## src/rtl/seg_scan_ctrl.sv

```systemverilog
// seg_scan_ctrl
// Four-digit multiplexed scan controller for an active-low seven-segment
// display. Display data lives in shadow registers that are reloaded from the
// live inputs only at a frame boundary, under an upd_req/upd_ack handshake.
// Each digit slot opens with a dead-time blank and may be PWM-dimmed.
//
// Build option: define SEG_PWM_EN to build the brightness PWM. Without it, a
// digit that is enabled is lit for the whole ON phase and bright is ignored.
//
// Ports
//   clk, rst_n        system clock, asynchronous active-low reset
//   seg0..seg3        active-low segment patterns (seg0 -> an[0], rightmost)
//   dp_in             active-high decimal point request per digit
//   dig_en            active-high digit enable per digit
//   bright            brightness code 0..15
//   upd_req           request to load the live inputs into the shadows
//   upd_ack           one-cycle pulse, shadows loaded (coincides with frame_start)
//   frame_start       one-cycle pulse at the first cycle of slot 0
//   an, sseg, dp      active-low display outputs, all registered
//
// Slot FSM
//   state    | meaning
//   ST_BLANK | dead-time at the start of a slot, everything off
//   ST_ON    | remainder of the slot, current digit may be lit
module seg_scan_ctrl #(
  parameter int TICK_DIV  = 100000,
  parameter int BLANK_CYC = 1000
) (
  input  logic       clk,
  input  logic       rst_n,
  input  logic [6:0] seg0,
  input  logic [6:0] seg1,
  input  logic [6:0] seg2,
  input  logic [6:0] seg3,
  input  logic [3:0] dp_in,
  input  logic [3:0] dig_en,
  input  logic [3:0] bright,
  input  logic       upd_req,
  output logic       upd_ack,
  output logic       frame_start,
  output logic [3:0] an,
  output logic [6:0] sseg,
  output logic       dp
);

  localparam int SLOT_W = $clog2(TICK_DIV);
  localparam logic [SLOT_W-1:0] SLOT_LAST  = SLOT_W'(TICK_DIV - 1);
  localparam logic [SLOT_W-1:0] BLANK_LAST = SLOT_W'(BLANK_CYC - 1);

  typedef enum logic {ST_BLANK, ST_ON} state_t;

  state_t            state_q, state_d;
  logic [SLOT_W-1:0] slot_cnt_q, slot_cnt_d;
  logic [1:0]        digit_q, digit_d;

  logic [3:0][6:0]   seg_sh_q, seg_sh_d;
  logic [3:0]        dp_sh_q, dp_sh_d;
  logic [3:0]        dig_en_sh_q, dig_en_sh_d;

  logic              ack_pend_q, ack_pend_d;
  logic              upd_ack_q, upd_ack_d;
  logic              frame_start_q, frame_start_d;
  logic [3:0]        an_q, an_d;
  logic [6:0]        sseg_q, sseg_d;
  logic              dp_q, dp_d;

  logic              frame_end;
  logic              load_sh;
  logic              dig_on;

`ifdef SEG_PWM_EN
  logic [3:0]        pwm_cnt_q, pwm_cnt_d;
  logic [3:0]        bright_sh_q, bright_sh_d;
`else
  logic [3:0]        bright_unused;
  assign bright_unused = bright;
`endif

  // Slot counter and digit index
  always_comb begin
    slot_cnt_d = slot_cnt_q + SLOT_W'(1);
    digit_d    = digit_q;
    if (slot_cnt_q == SLOT_LAST) begin
      slot_cnt_d = '0;
      digit_d    = digit_q + 2'd1;
    end
  end

  assign frame_end = (digit_q == 2'd3) && (slot_cnt_q == SLOT_LAST);

  // Slot FSM next state
  always_comb begin
    state_d = state_q;
    case (state_q)
      ST_BLANK: if (slot_cnt_q == BLANK_LAST) state_d = ST_ON;
      ST_ON:    if (slot_cnt_q == SLOT_LAST)  state_d = ST_BLANK;
      default:  state_d = ST_BLANK;
    endcase
  end

`ifdef SEG_PWM_EN
  // PWM phase restarts at the first ON cycle of every slot.
  always_comb begin
    pwm_cnt_d = pwm_cnt_q + 4'd1;
    if (state_q == ST_BLANK && state_d == ST_ON) pwm_cnt_d = 4'd0;
  end
`endif

  // Shadow load on the frame-end cycle only; ack follows one cycle later so
  // that it lines up with the registered frame_start pulse.
  assign load_sh = frame_end && upd_req;

  always_comb begin
    seg_sh_d    = seg_sh_q;
    dp_sh_d     = dp_sh_q;
    dig_en_sh_d = dig_en_sh_q;
`ifdef SEG_PWM_EN
    bright_sh_d = bright_sh_q;
`endif
    if (load_sh) begin
      seg_sh_d    = {seg3, seg2, seg1, seg0};
      dp_sh_d     = dp_in;
      dig_en_sh_d = dig_en;
`ifdef SEG_PWM_EN
      bright_sh_d = bright;
`endif
    end
  end

  // Output decode of the current counter/state, registered below
  always_comb begin
`ifdef SEG_PWM_EN
    dig_on = (state_q == ST_ON) && dig_en_sh_q[digit_q] && (pwm_cnt_q <= bright_sh_q);
`else
    dig_on = (state_q == ST_ON) && dig_en_sh_q[digit_q];
`endif
    an_d          = 4'hF;
    sseg_d        = 7'h7F;
    dp_d          = 1'b1;
    ack_pend_d    = load_sh;
    upd_ack_d     = ack_pend_q;
    frame_start_d = (digit_q == 2'd0) && (slot_cnt_q == '0);
    if (dig_on) begin
      an_d   = ~(4'b0001 << digit_q);
      sseg_d = seg_sh_q[digit_q];
      dp_d   = ~dp_sh_q[digit_q];
    end
  end

  always_ff @(posedge clk or negedge rst_n) begin
    if (!rst_n) begin
      state_q       <= ST_BLANK;
      slot_cnt_q    <= '0;
      digit_q       <= 2'd0;
      seg_sh_q      <= {4{7'h7F}};
      dp_sh_q       <= 4'h0;
      dig_en_sh_q   <= 4'h0;
      ack_pend_q    <= 1'b0;
      upd_ack_q     <= 1'b0;
      frame_start_q <= 1'b0;
      an_q          <= 4'hF;
      sseg_q        <= 7'h7F;
      dp_q          <= 1'b1;
`ifdef SEG_PWM_EN
      pwm_cnt_q     <= 4'd0;
      bright_sh_q   <= 4'hF;
`endif
    end else begin
      state_q       <= state_d;
      slot_cnt_q    <= slot_cnt_d;
      digit_q       <= digit_d;
      seg_sh_q      <= seg_sh_d;
      dp_sh_q       <= dp_sh_d;
      dig_en_sh_q   <= dig_en_sh_d;
      ack_pend_q    <= ack_pend_d;
      upd_ack_q     <= upd_ack_d;
      frame_start_q <= frame_start_d;
      an_q          <= an_d;
      sseg_q        <= sseg_d;
      dp_q          <= dp_d;
`ifdef SEG_PWM_EN
      pwm_cnt_q     <= pwm_cnt_d;
      bright_sh_q   <= bright_sh_d;
`endif
    end
  end

  assign upd_ack     = upd_ack_q;
  assign frame_start = frame_start_q;
  assign an          = an_q;
  assign sseg        = sseg_q;
  assign dp          = dp_q;

endmodule

```

## config.mk

```make
export PLATFORM = sky130hd
export DESIGN_NAME = seg_scan_ctrl
export DESIGN_NICKNAME = d
export VERILOG_FILES = /design/src/rtl/seg_scan_ctrl.sv
export SDC_FILE = /design/constraint.sdc
export NUM_CORES = 1
export LEC_CHECK = 0
export CORE_MARGIN = 2
export CORE_UTILIZATION = 50
export CTS_CLUSTER_DIAMETER = 120
export DETAILED_ROUTE_END_ITERATION = 10
export PLACE_DENSITY = 0.77
export SLEW_MARGIN = 25
export SYNTH_ARGS = -nofsm -noshare
export SYNTH_HDL_FRONTEND = slang
export SYNTH_SLANG_ARGS = --single-unit
```

## constraint.sdc

```tcl
create_clock -name clk -period 5.7 [get_ports clk]
set_clock_uncertainty 0.2 [all_clocks]
set_input_delay 0.855 -clock clk [delete_from_list [all_inputs] [get_ports clk]]
set_output_delay 0.855 -clock clk [all_outputs]
set_load 0.01 [all_outputs]
```

Word-level counts from Yosys, hierarchy flattened
Cells that the tools add are included.

operators by class
  add/subtract/negate cells = 2
  multipliers = 0
  divide/modulo/power cells = 0
  magnitude comparators = 1
  equality and inequality tests = 3
  shift operators = 1
  multiplexer cells = 13
  bitwise gates (word level) = 3
  reduce and logical (&&, ||, !) cells = 6

operator list
  cell                                                                          number
  17-bit by 1-bit adder with 17-bit output, second input constant               1
  17-bit by 10-bit == test with 1-bit output, second input constant             1
  17-bit == test, second input constant                                         1
  17-bit logical NOT                                                            1
  17-bit 2-to-1 mux                                                             1
  7-bit binary-select mux with 2-bit select                                     1
  7-bit 2-to-1 mux                                                              2
  1-bit 2-to-1 mux                                                              5
  1-bit binary-select mux with 2-bit select                                     2
  1-bit logical AND                                                             4
  4-bit 2-to-1 mux                                                              1
  4-bit NOT                                                                     1
  1-bit by 2-bit left shift with 4-bit output, first input constant             1
  2-bit by 3-bit less-than comparator with 1-bit output, second input constant  1
  2-bit by 1-bit adder with 2-bit output, second input constant                 1
  2-bit == test, second input constant                                          1
  2-bit logical NOT                                                             1
  1-bit NOT                                                                     2
  1-bit one-hot mux with 2 select lines                                         1

storage, ports and cells
  register bits after elaboration = 71
  bits in latches = 0
  memory bits (writable) = 0
  ROM bits = 0
  bits of input ports = 43
  output and inout port bits = 14
  word-level logic and storage cells = 44
  memories kept = 0

Logic depth before layout (Yosys ltp)
  depth in word-level cells = 4
  depth in mapped cells = 6

Worst setup path before layout
No wires, ideal clock.

  path kind = flip-flop to flip-flop
  from = register slot_cnt_q[12]
  to = register dig_en_sh_q[0]
  setup time = 125 ps
  data arrival time = 2,354 ps
  setup slack = 3,021 ps
  stages on the path, launching flop included = 7
  path through = dfrtp_1 -> or4_1 -> or4_1 -> buf_2 -> nor3_4 -> buf_6 -> mux2_2

between the ends
  longest elaborated chain between the ends = 3

ends and longest elaborated chain
  element                 line  RTL
  start, declared         53    logic [SLOT_W-1:0] slot_cnt_q, slot_cnt_d;
  start signal, assigned  170   slot_cnt_q <= slot_cnt_d;
  17-bit == test          89    assign frame_end = (digit_q == 2'd3) && (slot_cnt_q == SLOT_LAST);
  1-bit logical AND       89
  1-bit logical AND       111   assign load_sh = frame_end && upd_req;
  end signal, assigned    174   dig_en_sh_q <= dig_en_sh_d;
  end, declared           58    logic [3:0] dig_en_sh_q, dig_en_sh_d;

No other way between the ends.
A chain may end at the register's enable or synchronous reset.

Worst setup path after layout
  from = register slot_cnt_q[12]
  to = register digit_q[1]

between the ends
  longest elaborated chain between the ends = 1

ends and longest elaborated chain
  element               line  RTL
  17-bit == test        83    if (slot_cnt_q == SLOT_LAST) begin
  end signal, assigned  171   digit_q <= digit_d;
  end, declared         54    logic [1:0] digit_q, digit_d;

No other way between the ends.

==> metrics.txt <==
outcome=finished clean; crit path from=slot_cnt_q[12]; Gate Count Post-Synth=224; Die W=83.07 um; Port Buffers=52; detailed-route vias per instance=5.323; Pwr Total=0.9823 mW; critical path peak fanout=12; row count=28; Flop pwr share=51.4%; Worst-Skew Late Latency=340 ps; clk buf depth=2; Detailed Routing Iterations Pass 1=4; share of the synthesized area in the top cell type=33.63%; Unique masters post-synth=30; drt wl/cell=15.03 um; Total Routing Usage GR=17.17%; initial antenna violation count=0; Switch Pwr=0.1843 mW; setup_tns=0 ps; simple-gate area share of the yosys netlist=10.45%; combinational family with the most area after synthesis=multiplexers; worst slew pin tran=870.5 ps; # Post-CTS Setup Buffers=0; fin crit share=52.11%; placed wire-length estimate=3.669 mm; Sw Share=18.76%; max-slew violations=0; # Max-Cap Violations=0; Final Critical Period=2970 ps; vias in the first global route=1,995; Post-Syn Nets=274; Max transition margin=41.75%; Post-Layout Cell Count=359; Post-synth EDFFs=0; crit start category=register; core area=5991 sq um; Worst VDD drop=0.2041 mV; main flop type after synthesis=dfstp_2; unrepaired setup endpoints after global routing=no; largest net degree at the start of global routing=72; clock-pin slew on the worst setup and hold paths=70 ps; Int Pwr=0.7980 mW; Seq/Total Area, Yosys=58.45%; dpl ws=2719 ps; global-route congestion overflow total=0; first-pass GRT wire length=9.425 mm; WP data required=5730 ps; Synth Area in XOR/XNOR=3.643%; Multi-input gate area=1206 sq um; adder-cell share of the synthesized area=2.802%; CTS sink cnt=71; Yosys warning total=0; Detail Route Antenna Nets=0; kind of critical path=reg2reg; post_cts resized=0; die area=6900 sq um; Hold Vio Cnt, Final=0; most common cell in the synthesized netlist=dfstp_2; final worst setup slack=2730 ps; post-synthesis compound-gate area fraction=1.201%; min-delay src=ack_pend_q; Die Y-Extent=83.07 um; share of post-route cells with drive strength above 1=37.68%; num ports=57; Critical Path AT=3000 ps; top post-synthesis cells by area=dfstp_2 34%, dfrtp_1 25%, mux2_2 14%; Root Buffer=clkbuf_8; Yosys reg bits=71; fmax=336.7 MHz; storage element area=1827 sq um; leading area contributor after synthesis=dfstp_2; Power Dens Cells=251.1 nW/um^2; Post-CTS Hold Buffers=0; mux share of post-synthesis cell area=20.50%; Iteration-0 DRC Markers=118; combinational group share of total power=3.5%; Area growth syn-to-layout=25.14%; top post-synthesis cells by count=40 x dfstp_2, 38 x mux2_2, 31 x dfrtp_1; mapped cell area=3125 sq um; worst flop-to-flop path startpoint=slot_cnt_q[12]; Final Setup Violations=0; DP Cell Count=343; Nets=329; leakage power=1.595 nW; CTS tree=built; total wire length=5.395 mm; Worst Setup End Kind=register; Initial Util=52.17%; hold_ws=149.3 ps; final-layout fill cell count=455; clock power share=45.0%; H-tree level count=3; # diodes=0; DRC=0; worst hold path type=reg2reg; gp weighted congestion=0.7961; FFs w/ async S/R, synth=100.0%; Avg Cell Area, Syn=13.95 sq um; routed via count=1,911; CTS Buf Count=9
==> logic make-up after synthesis <==
group           Yosys count
flops                    71
simple gates             61
mux                      48
buf+inv                  18
xor+xnor                 13
fa+ha+maj                 7
compound gates            6
==> metrics by stage <==
| stage | cell area (sq um) | util, % |
|---|---|---|
| final | 3911 | 65.29 |
| after global placement | 3687 | 61.55 |
| after CTS | 3911 | 65.29 |
| after detailed placement | 3687 | 61.55 |
| after global routing | 3911 | 65.29 |
| after floorplan | 3126 | - |
==> registers in the layout, summed over array words and instances, names as in the netlist <==
name / cells
sseg: 7
dp: 1
frame_start: 1
state_q: 1
dig_en_sh_q: 4
an: 4
upd_ack: 1
slot_cnt_q: 17
digit_q: 2
ack_pend_q: 1
dp_sh_q: 4
seg_sh_q: 28
==> metal layers <==
layer	track usage, %	vias up	wire [um]
met5	0	-	0
met4	4.620	0	72
met3	6.958	9	286
met2	27.64	40	2679
met1	21.61	965	2356
li1	-	897	-
==> critical path, stage by stage, from the launching register on <==
cell     delay, ps
dfrtp_1        430
or4_1          570
or4_1          530
nor2_1         720
mux2_2         410
==> power groups by stage <==
stage                     sequential, mW  combinational (mW)  clock (mW)
after detailed placement           0.514              0.0359           0
after global placement             0.514              0.0355           0
after CTS                          0.505              0.0360       0.456
after floorplan                    0.514            0.000209           0
after global routing               0.505              0.0385       0.476
final                              0.505              0.0347       0.442
==> final timing paths <==
check                                      end  depth (start not counted)  slack [ps]
worst max register to register      digit_q[1]                          4        2730
max in group asynchronous        slot_cnt_q[7]                          2        4250
worst max-delay path                digit_q[1]                          4        2730
min in group asynchronous       dig_en_sh_q[1]                          2         520
worst min register to register         upd_ack                          0         150
worst min-delay path                   upd_ack                          0         150
==> layout by cell type, fill, tap and decap left out <==
cell             count
nor2b_1              1
dfrtp_1             31
or3_1                3
o21ai_0              3
mux2i_1              1
nand4_1              5
nor3_4               1
clkbuf_8            11
dfstp_2             40
o221ai_1             1
buf_4                2
nor2_1              10
bufinv_16            2
mux2_2              38
a31oi_1              1
and2_1               1
or4_1                2
xnor2_1              9
inv_1                8
clkinv_2             1
nand2_1             12
nor4_1               5
clkbuf_1             2
clkdlybuf4s50_1     51
nor3_1               5
buf_2                1
nand3_1              7
or4_2                1
xor2_1               4
mux4_2               9
ha_1                 7
a211oi_1             1
nand2b_1             7
or2_2                1
==> cell type report <==
type	count	area share (%)
flip-flops and latches	71	46.71
multi-input cells	135	30.84
repair buffers	54	13.56
clock buffers	13	4.063
well taps	75	2.399
clock inverters	3	1.663
inverters	8	0.7678
Power figures use the tool's default switching activity.
